===== config.mk =====
export PLATFORM = sky130hd
export DESIGN_NAME = fetch_unit
export DESIGN_NICKNAME = d
export VERILOG_FILES = /design/src/rtl/fetch_unit.sv
export SDC_FILE = /design/constraint.sdc
export NUM_CORES = 1
export LEC_CHECK = 0
export CORE_UTILIZATION = 40
export DETAILED_ROUTE_END_ITERATION = 16
export PLACE_DENSITY = 0.68
export SLEW_MARGIN = 5
export SYNTH_ARGS = -nofsm -noshare
export SYNTH_HDL_FRONTEND = slang
export SYNTH_SLANG_ARGS = --single-unit

===== constraint.sdc =====
create_clock -name clock -period 3.2 [get_ports clock]
set_input_delay 0.64 -clock clock [delete_from_list [all_inputs] [get_ports clock]]
set_output_delay 0.64 -clock clock [all_outputs]
set_load 0.02 [all_outputs]

===== src/rtl/fetch_unit.sv =====
// fetch_unit: owns the PC, fetches words over im_req/im_ready, holds them for retire, resolves next PC
module fetch_unit #(
    parameter int                ADDR_W   = 32,
    parameter logic [ADDR_W-1:0] RESET_PC = '0
) (
    input  logic              clock,
    input  logic              reset,
    output logic              im_req,
    output logic [ADDR_W-1:0] im_addr,
    input  logic              im_ready,
    input  logic [31:0]       im_rdata,
    output logic [31:0]       instruction,
    output logic              inst_valid,
    input  logic              inst_accept,
    input  logic              is_branch,
    input  logic              branch_ne,
    input  logic              rt_ra_equal,
    input  logic              is_jump,
    input  logic [13:0]       imm_14bit,
    input  logic [23:0]       imm_24bit,
    output logic [ADDR_W-1:0] pc_out,
    output logic [ADDR_W-1:0] link_pc,
    output logic              fetch_error
);
    typedef enum logic [1:0] {BOOT, FETCH, HOLD, ERROR} state_t;
    state_t            state;
    logic [ADDR_W-1:0] pc;
    logic [ADDR_W-1:0] br_off;
    logic [ADDR_W-1:0] jmp_off;
    logic [ADDR_W-1:0] next_pc;
    logic              taken;
    assign br_off  = {{(ADDR_W-14){imm_14bit[13]}}, imm_14bit} << 1;
    assign jmp_off = {{(ADDR_W-24){imm_24bit[23]}}, imm_24bit} << 1;
    assign taken   = is_branch && (rt_ra_equal ^ branch_ne);
    assign next_pc = is_jump ? pc + jmp_off : taken ? pc + br_off : pc + ADDR_W'(4);
    assign im_req  = state == FETCH;
    assign im_addr = pc;
    assign pc_out  = pc;
    assign link_pc = pc + ADDR_W'(4);
    // fetch FSM: request until ready, hold until retired, trap on a misaligned target
    always_ff @(posedge clock or posedge reset) begin
        if (reset) begin
            state       <= BOOT;
            pc          <= RESET_PC;
            instruction <= '0;
            inst_valid  <= 1'b0;
            fetch_error <= 1'b0;
        end else begin
            case (state)
                BOOT:  state <= FETCH;
                FETCH: if (im_ready) begin
                    instruction <= im_rdata;
                    inst_valid  <= 1'b1;
                    state       <= HOLD;
                end
                HOLD:  if (inst_accept) begin
                    inst_valid <= 1'b0;
                    if (next_pc[1:0] != 2'b00) begin
                        fetch_error <= 1'b1;
                        state       <= ERROR;
                    end else begin
                        pc    <= next_pc;
                        state <= FETCH;
                    end
                end
                default: state <= ERROR;
            endcase
        end
    end
endmodule


==> results.ini <==
[status]
run_status = completed

[pwr]
combPwrFrac = 0.208
power.internal_uw = 1720
pwr-share-clk = 0.441
power.net_switching_uw = 689
power_uw = 2410
powerDensity_nw_per_um2 = 220
leakagePower_uw = 0.00517
power.share.sequential = 0.352
vdd_drop_max_mv = 0.211
p_sw_frac = 0.286

[clock_tree]
clock_latency_ps = 340
numCtsBuffers = 9
htreeDepth = 3
ctsRootBufferMaster = clkbuf_16
cts_buffer_depth = 2
ctsHoldBuffers = 0
cts_tree = done
cts_sinks = 67
path_clk_slew_ps = 70

[sta]
setup_tns_ps = 0
relSlewSlack = 0.508
final-max-slew-violation-count = 0
finalCriticalPeriod_ps = 3160
skew_ps = 9.19
whs_ps = 485
fmax_mhz = 316
period_share = 0.988
rsz0062_at_grt = true
tightest_slew_ps = 737
setup_violations = 0
finalHoldViolCount = 0

[synth]
async_flop_share = 1.00
seq_area_frac_synth = 0.237
ys_warn_count = 0
synth.largest_area_cell = dfrtp_1
synth_top_area_share = 0.237
synth_edf_count = 0
synth_ff_type = dfrtp_1
syn_area_um2 = 7090
synth_cell_type_count = 74
synth.area.top_cells = dfrtp_1 (24%), ha_1 (11%), xnor2_1 (5.4%)
postSynthCellCount = 858
ys_ff_latch = 67
avgSynthCellArea_um2 = 8.26

[worst_setup_path]
cp_slowest_cell = clkdlybuf4s50_1
start_kind = flip-flop
crit_chain = and3_1, buf_4, nand2_1, nor2_1, xor2_1, clkdlybuf4s50_1
critPathCaptureType = output port
crit_path_max_incr_delay_ps = 670
r2r_slack_ps = 210
critical_path.max_fanout = 8
cp_top_family = buffers and inverters
crit_type = reg2out
crit_required_ps = 2560
crit_buf_inv = 2
worstPathArrival_ps = 2520

[floorplanning]
rows = 48
initial_core_util = 0.410
io_pins = 209
core_area_um2 = 17300
dieArea_um2 = 18300
die_height_um = 135
die_w_um = 135

[cells_and_area]
nets = 1328
fill_cells = 1511
diodes = 0
syn_to_final_growth_pct = 54.8
final_util = 0.634
drive_gt1_frac = 0.239

[global_routing]
grt_pass1_vias = 7250
antenna_found_initial = 0
grt_max_degree = 40
track_usage = 0.255
grt_pass1_wl_um = 36500
grt_overflow = 0

[place]
hpwl_um = 18400
io_buffers = 205
gp_congestion = 0.935

[drt]
drc = 0
via_per_inst = 5.42
dr.pass1.iters = 6
vias = 7664
wl_um = 23600
drt-initial-drc-count = 495
wl_per_cell_um = 16.7
ant_nets = 0

[hold_path]
hold_class = reg2reg

[job]
max_cap_violations = 0

[synthesized netlist by cell type (all sizes together) (14+ instances only)]
library cell  number
nor2              76
a21oi             72
dfrtp             67
nand2             67
ha                65
o21ai             47
xnor2             44
buf               40
mux2              32
a21o              28
xor2              28
clkbuf            27
a211oi            26
inv               25
nand3             19
nor3              19
o211ai            14
[worst register-to-register path, stage by stage, from the launching register on]
cell      delay (ps)
dfrtp_1          430
ha_2             220
inv_2             60
fa_2             200
nor2b_2           50
o31a_1           320
o31a_1           340
o211a_4          300
a21bo_1          210
a211o_1          300
a21oi_2          170
xor2_2           200
a211oi_2          90
[through the flow]
stage / setup slack (ps) / instances / area, µm²
floorplan: 0.155 / 860 / 7090
global placement: -515 / 1385 / 10300
detailed placement: -614 / 1385 / 10300
CTS: -71.8 / 1405 / 10700
global route: -18.7 / 1413 / 11000
finish: 37.3 / 1413 / 11000
[sequential cells by signal, indices dropped and copies added (netlist names)]
register,flops
instruction,32
inst_valid,1
state,2
im_addr,31
fetch_error,1
[area by class of cell]
cell class | count | area (µm²) | share of cell area
Clock inverter | 7 | 83.8 | 0.00764
Timing Repair Buffer | 379 | 3390 | 0.309
Tap cell | 225 | 282 | 0.0257
Clock buffer | 9 | 225 | 0.0205
Sequential cell | 67 | 1680 | 0.153
Inverter | 26 | 97.6 | 0.00890
Multi-Input combinational cell | 700 | 5210 | 0.475
[placed cells by master, fill, tap and decap left out, types with 7 or more instances in the layout]
cell / count
o21bai_1: 8
a21o_1: 28
dlygate4sd2_1: 7
xnor2_1: 43
and3_1: 10
inv_1: 22
dfrtp_1: 66
nor2_1: 73
clkdlybuf4s50_1: 187
a211oi_1: 21
o21ai_1: 12
ha_1: 57
mux2_2: 32
o21a_1: 10
buf_4: 172
dlymetal6s2s_1: 10
a21oi_1: 67
nor3_1: 19
and2_1: 7
o21ai_0: 32
xor2_1: 26
nand3_1: 18
o211ai_1: 14
clkbuf_16: 9
nand2_1: 67
nand4_1: 10
[power groups by stage]
stage / clock network, µW / registers, µW / logic (µW)
6_report: 1060 / 847 / 500
5_1_grt: 1110 / 846 / 544
4_1_cts: 1080 / 847 / 479
3_5_place_dp: 0 / 863 / 473
3_3_place_gp: 0 / 863 / 468
2_1_floorplan: 0 / 863 / 240
[what timing repair did]
action / CTS / global route
cloned: 0 / 0
pin swaps: 11 / 34
gates resized for setup: 22 / 53
endpoints found under the setup margin: 18 / 22
setup buffers: 4 / 8
[routing by layer]
layer | routed length, µm | up-vias | track usage
met4 | 298 | 0 | 0.0562
met5 | 0 | - | 0
met3 | 1420 | 18 | 0.0342
met2 | 10700 | 267 | 0.414
met1 | 11100 | 3593 | 0.357
li1 | - | 3786 | -
[cells by family after synthesis]
family	after synthesis	share of synthesized area
compound gates	272	0.258
mux	38	0.0593
simple gates	248	0.168
xor+xnor	72	0.0890
flops	67	0.237
fa+ha+maj	67	0.120
other cells	1	0.000529
buf+inv	93	0.0680
[final timing paths]
| path | startpoint | end | cells after the start |
|---|---|---|---|
| setup / recovery | im_addr[3] | link_pc[17] | 6 |
| hold / removal | fetch_error | fetch_error | 1 |
| setup reg to reg | im_addr[1] | im_addr[25] | 12 |
| hold reg to reg | fetch_error | fetch_error | 1 |
| max in group asynchronous | reset | im_addr[3] | 3 |
| min in group asynchronous | reset | instruction[22] | 2 |
No activity file was read; power rests on OpenSTA's default activity.
==> RTL change 1, RTL diff (same flow settings) <==
Register the output `fetch_error` once more, without a reset; this adds one clock of latency there. The other outputs are not delayed to match.
--- a/src/rtl/fetch_unit.sv
+++ b/src/rtl/fetch_unit.sv
@@ -23,6 +23,8 @@
     output logic              fetch_error
 );
     typedef enum logic [1:0] {BOOT, FETCH, HOLD, ERROR} state_t;
+
+    logic fetch_error_s0;
     state_t            state;
     logic [ADDR_W-1:0] pc;
     logic [ADDR_W-1:0] br_off;
@@ -44,7 +46,7 @@
             pc          <= RESET_PC;
             instruction <= '0;
             inst_valid  <= 1'b0;
-            fetch_error <= 1'b0;
+            fetch_error_s0 <= 1'b0;
         end else begin
             case (state)
                 BOOT:  state <= FETCH;
@@ -56,7 +58,7 @@
                 HOLD:  if (inst_accept) begin
                     inst_valid <= 1'b0;
                     if (next_pc[1:0] != 2'b00) begin
-                        fetch_error <= 1'b1;
+                        fetch_error_s0 <= 1'b1;
                         state       <= ERROR;
                     end else begin
                         pc    <= next_pc;
@@ -67,5 +69,9 @@
             endcase
         end
     end
+    always_ff @(posedge clock) begin
+        fetch_error <= fetch_error_s0;
+    end
+
 endmodule
 
Function: changed (Yosys sat finds a counterexample within 4 cycles, from zero or initial values and one cycle with reset high).
==> RTL change 1 against the unedited design <==
Area after synthesis grew 0.28%. Count of clock-buffer cells in the layout is 1 higher. Worst setup slack better by 0.066 ns. Sequential power increased by 1%. Sequential cell count is 1 higher. Final cell count is 0.42% lower. Total power is 2.6% higher. Wire length decreased by 1.3%. Non-clock buffer count fell by 7. Critical path type is now input pin to register. Design area shrank 1.0%.
==> RTL change 1: results (changes against the unedited design) <==
Placed design
  • RePlAce Congestion: 0.924 (-1.2%)

Power and ir drop
  • Worst vdd ir: 0.242 mV (+15%)
  • P_leak: 5.14 nW (-0.63%)

Detailed routing
  • WL met3: 1780 um (+26%)
  • DR WL met2: 10300 um (-4.0%)
  • DRT iter0 DRCs: 469 (-5.3%)
  • Vias per inst: 5.45 (+0.40%)
  • Number of detailed-routing iterations run before antenna repair: 5 (-1)
  • Routed WL: 23300 um (-1.3%)
  • Average wire per standard cell: 16.5 um (-0.88%)

Synthesis
  • Register area share after synthesis: 0.239 (+0.00215)
  • Post-synthesis async set-or-reset flop share: 0.985 (-0.0147)
  • Post-Synthesis Cells: 859 (+0.12%)

Critical path
  • Internal reg-to-reg setup slack: 0.13 ns (-0.08 ns)
  • Max FO, Critical Path: 4 (-4)
  • WP data arrival: 3.31 ns (+0.79 ns)
  • Max incr delay on CP: 0.51 ns (-0.16 ns)

Worst hold path
  • Worst hold stages: 0 (-1)
  • End of the worst hold path: fetch_error

Global routing
  • Vias in the first global route: 7188 (-0.86%)
  • Gr usage total: 0.252 (-0.00294)
  • Largest net degree at the start of global routing: 38 (-5.0%)
  • Global-route wire length before repair: 36300 um (-0.57%)

STA
  • Worst slew pin tran: 0.738 ns (+0.00107 ns)
  • Final clock skew: 0.00746 ns (-0.00173 ns)

Status
  • Outcome: complete, no violations
==> RTL change 1: area by class of cell <==
class                           instances  area, sq um
Timing Repair Buffer                  372         3350
Multi-Input combinational cell        700         5100
Fill cell                            1533         6440
Sequential cell                        68         1700
Tap cell                              225          282
Clock inverter                          6         95.1
Clock buffer                           10          239
Inverter                               26         97.6
==> RTL change 1: power by group <==
group	switching (mW)	internal (mW)	leakage (nW)	total, mW
clock	0.418	0.711	0.163	1.13
sequential	0	0.859	0.917	0.859
combinational	0.238	0.245	4.06	0.483
total	0.656	1.82	5.14	2.47
==> RTL change 1: worst max path at each step <==
stage,startpoint,endpoint,slack [ns],cells past startpoint
finish,imm_14bit[3],im_addr[25],0.10,11
global route,im_addr[1],im_addr[25],-0.01,12
CTS,imm_24bit[0],im_addr[22],0.008,13
detailed placement,imm_24bit[0],im_addr[19],-0.58,13
global placement,imm_24bit[0],im_addr[19],-0.53,13
floorplan,im_addr[2],im_addr[19],0.0002,11
==> RTL change 1: critical path, delay by kind of cell <==
family	cells	cell delay (ns)
adders and majority gates	1	0.22
buffers and inverters	1	0.51
AOI/OAI and AO/OA	8	1.68
xor gates and xnor gates	1	0.25
==> RTL change 1: repair_timing <==
item / in CTS / in global routing
endpoints found under the hold margin: 0 / 0
buffers inserted: 6 / 4
pin swaps: 9 / 29
gates resized for setup: 24 / 35
setup endpoints to repair: 17 / 21
==> RTL change 1: logic make-up after synthesis <==
| family | count (synthesis) | share of synthesized area |
|---|---|---|
| fa+ha+maj | 67 | 0.120 |
| simple gates | 248 | 0.168 |
| other cells | 1 | 0.000528 |
| mux | 38 | 0.0592 |
| buf+inv | 93 | 0.0678 |
| flops | 68 | 0.239 |
| compound gates | 272 | 0.257 |
| xor+xnor | 72 | 0.0887 |
==> RTL change 1: routing by layer <==
| layer | vias to the layer above | global-route usage |
|---|---|---|
| li1 | 3772 | - |
| met1 | 3543 | 0.358 |
| met2 | 315 | 0.400 |
| met3 | 32 | 0.0311 |
| met4 | 0 | 0.0687 |
| met5 | - | 0 |
==> RTL change 2, RTL diff (same settings) <==
Without the edit above. Set the parameter `ADDR_W` to 64 (it was 32).
--- a/src/rtl/fetch_unit.sv
+++ b/src/rtl/fetch_unit.sv
@@ -1,6 +1,6 @@
 // fetch_unit: owns the PC, fetches words over im_req/im_ready, holds them for retire, resolves next PC
 module fetch_unit #(
-    parameter int                ADDR_W   = 32,
+    parameter int                ADDR_W   = 64,
     parameter logic [ADDR_W-1:0] RESET_PC = '0
 ) (
     input  logic              clock,
Interface: changed (resized im_addr, link_pc and pc_out); port bits go from 209 to 305. The function was not compared with the original's and may differ.
==> RTL change 2 against the unedited design <==
The flow now finishes with violations (negative setup slack). Die area up 96%. Wire length grew to 3.0 times the old value. Fmax shrank 12%. Sequential cell count increased by 32. Worst setup slack got worse by 0.43 ns. Design area increased by 130%. Area after synthesis rose by 97%. Largest cell class unchanged.
Power is left out: it rests on default switching activity, and per cell area and clock period it moved more than threefold.
==> RTL change 2: results (changes against the unedited design) <==
Status
  • Outcome: complete, but fails checks
  • Failing checks: negative setup slack

Synthesis
  • Post-synthesis compound-gate area fraction: 0.280 (+0.0224)
  • Dominant cells by area after synthesis: dfrtp_1, ha_1, a21oi_1, xnor2_1, nand2_1
  • Post-Synthesis Cells: 1840 (+110%)
  • Post-synthesis mux area share: 0.0356 (-0.0237)
  • Register area share after synthesis: 0.177 (-0.0595)
  • Unique masters post-synth: 95 (+28%)
  • Dominant synthesized flop cell: dfrtp_1
  • Post-synthesis async set-or-reset flop share: 1.00 (unchanged)
  • Count leader, synth: nand2_1
  • Area share of fa/ha/maj cells after synthesis: 0.118 (-0.00217)
  • Post-Synth XOR/XNOR Area: 0.104 (+0.0149)
  • Top cells by count, synth: nand2_1, a21oi_1, nor2_1

CTS
  • H-tree depth: 3 (unchanged)
  • Clk_lat worst skew: 0.37 ns (+0.03 ns)
  • Clk slew on worst S/H paths: 0.08 ns
  • Longest Clk Path Bufs: 2 (unchanged)
  • Root Buffer: clkbuf_16

Cells and area
  • Final #Nets: 2919 (+120%)
  • Share of cells above drive strength 1: 0.427 (+0.188)
  • Max FFs per register: 63 (+97%)
  • Non-Filler Instances: 3171 (+120%)

Detailed routing
  • Average wire per standard cell: 22.6 um (+36%)
  • DRT iter0 DRCs: 1946 (+290%)
  • Vias: 18800 (+150%)
  • Number of detailed-routing iterations run before antenna repair: 6 (unchanged)

Global routing
  • Global-route wire length before repair: 101000 um (+180%)
  • Vias in the first global route: 17300 (+140%)
  • Largest net degree at the start of global routing: 100 (+150%)
  • Gr usage total: 0.369 (+0.114)
  • Antenna violations before repair: 0 (unchanged)

Critical path
  • WP data arrival: 2.95 ns (+0.43 ns)
  • Max FO, Critical Path: 4 (-4)

STA
  • Setup TNS: -5.96 ns (-5.96 ns)
  • Setup WS post-layout: -0.393 ns (-0.430 ns)
  • # setup viols final: 41 (+41)
  • Worst slew pin tran: 0.657 ns (-0.0807 ns)
  • Final clock skew: 0.0119 ns (+0.00272 ns)

Placed design
  • Placed Area: 21600 sq um (+110%)
  • DPL Wire Length: 53400 um (+190%)
  • Placed Cells: 3068 (+120%)
  • PortBufs: 301 (+47%)
  • RePlAce Congestion: 1.02 (+9.0%)

Worst hold path
  • Hold Path Class: register to register
RTL change 2: path summary, 6_finish.rpt:
path | start | end | slack [ns] | cells past startpoint
setup / recovery | im_addr[25] | link_pc[60] | -0.39 | 8
hold / removal | fetch_error | fetch_error | 0.50 | 1
setup reg to reg | im_addr[23] | im_addr[58] | -0.23 | 13
hold reg to reg | fetch_error | fetch_error | 0.50 | 1
max in group asynchronous | reset | im_addr[13] | 1.90 | 3
min in group asynchronous | reset | im_addr[4] | 0.73 | 3
RTL change 2: through the flow:
step | worst slack [ns] | hold WS [ns]
after global placement | -0.925 | 0.466
final | -0.393 | 0.500
after detailed placement | -0.942 | 0.487
after CTS | -0.393 | 0.508
after global routing | -0.401 | 0.523
after floorplan | -0.0382 | 0.523
RTL change 2: worst max-delay path, cell delays in order, from the launching register on:
cell	delay, ns
dfrtp_2	0.38
and4_2	0.29
nand4_4	0.12
or4_4	0.57
or3_4	0.41
nor2_4	0.20
nand3_2	0.17
xnor2_4	0.25
buf_4	0.19
RTL change 2: layer usage:
metal | part of all wire | routed length, um | track usage | vias to the layer above
li1 | - | - | - | 8421
met1 | 0.42 | 30300 | 0.530 | 9003
met2 | 0.43 | 30800 | 0.546 | 1183
met3 | 0.11 | 7970 | 0.0771 | 187
met4 | 0.037 | 2670 | 0.115 | 0
met5 | 0 | 0 | 0 | -
RTL change 2: cell type report:
| type | count | area [sq um] |
|---|---|---|
| Fill cell | 2581 | 9430 |
| Timing Repair Buffer | 1011 | 8650 |
| Tap cell | 455 | 569 |
| Inverter | 46 | 179 |
| Clock inverter | 7 | 81.3 |
| Multi-Input combinational cell | 1543 | 12800 |
| Sequential cell | 99 | 2490 |
| Antenna cell | 1 | 2.50 |
| Clock buffer | 9 | 225 |
RTL change 2: cell families (layout without fill, tap and decap cells):
kind of cell | count (synthesis) | count (layout)
AO/OA/AOI/OAI | 606 | 606
XOR/XNOR | 166 | 166
adder cells (fa/ha/maj) | 131 | 131
buffers and inverters | 200 | 1073
flip-flops | 99 | 99
multiplexers | 45 | 45
other | 1 | 4
AND/OR/NAND/NOR | 592 | 592
RTL change 2: repair_timing:
action                     4_1_cts  5_1_grt
setup endpoints to repair       93       90
gates cloned                     0        3
gates resized for setup        432      270
pin swaps                      102      134
hold endpoints to repair         0        0
setup buffers                   50       38
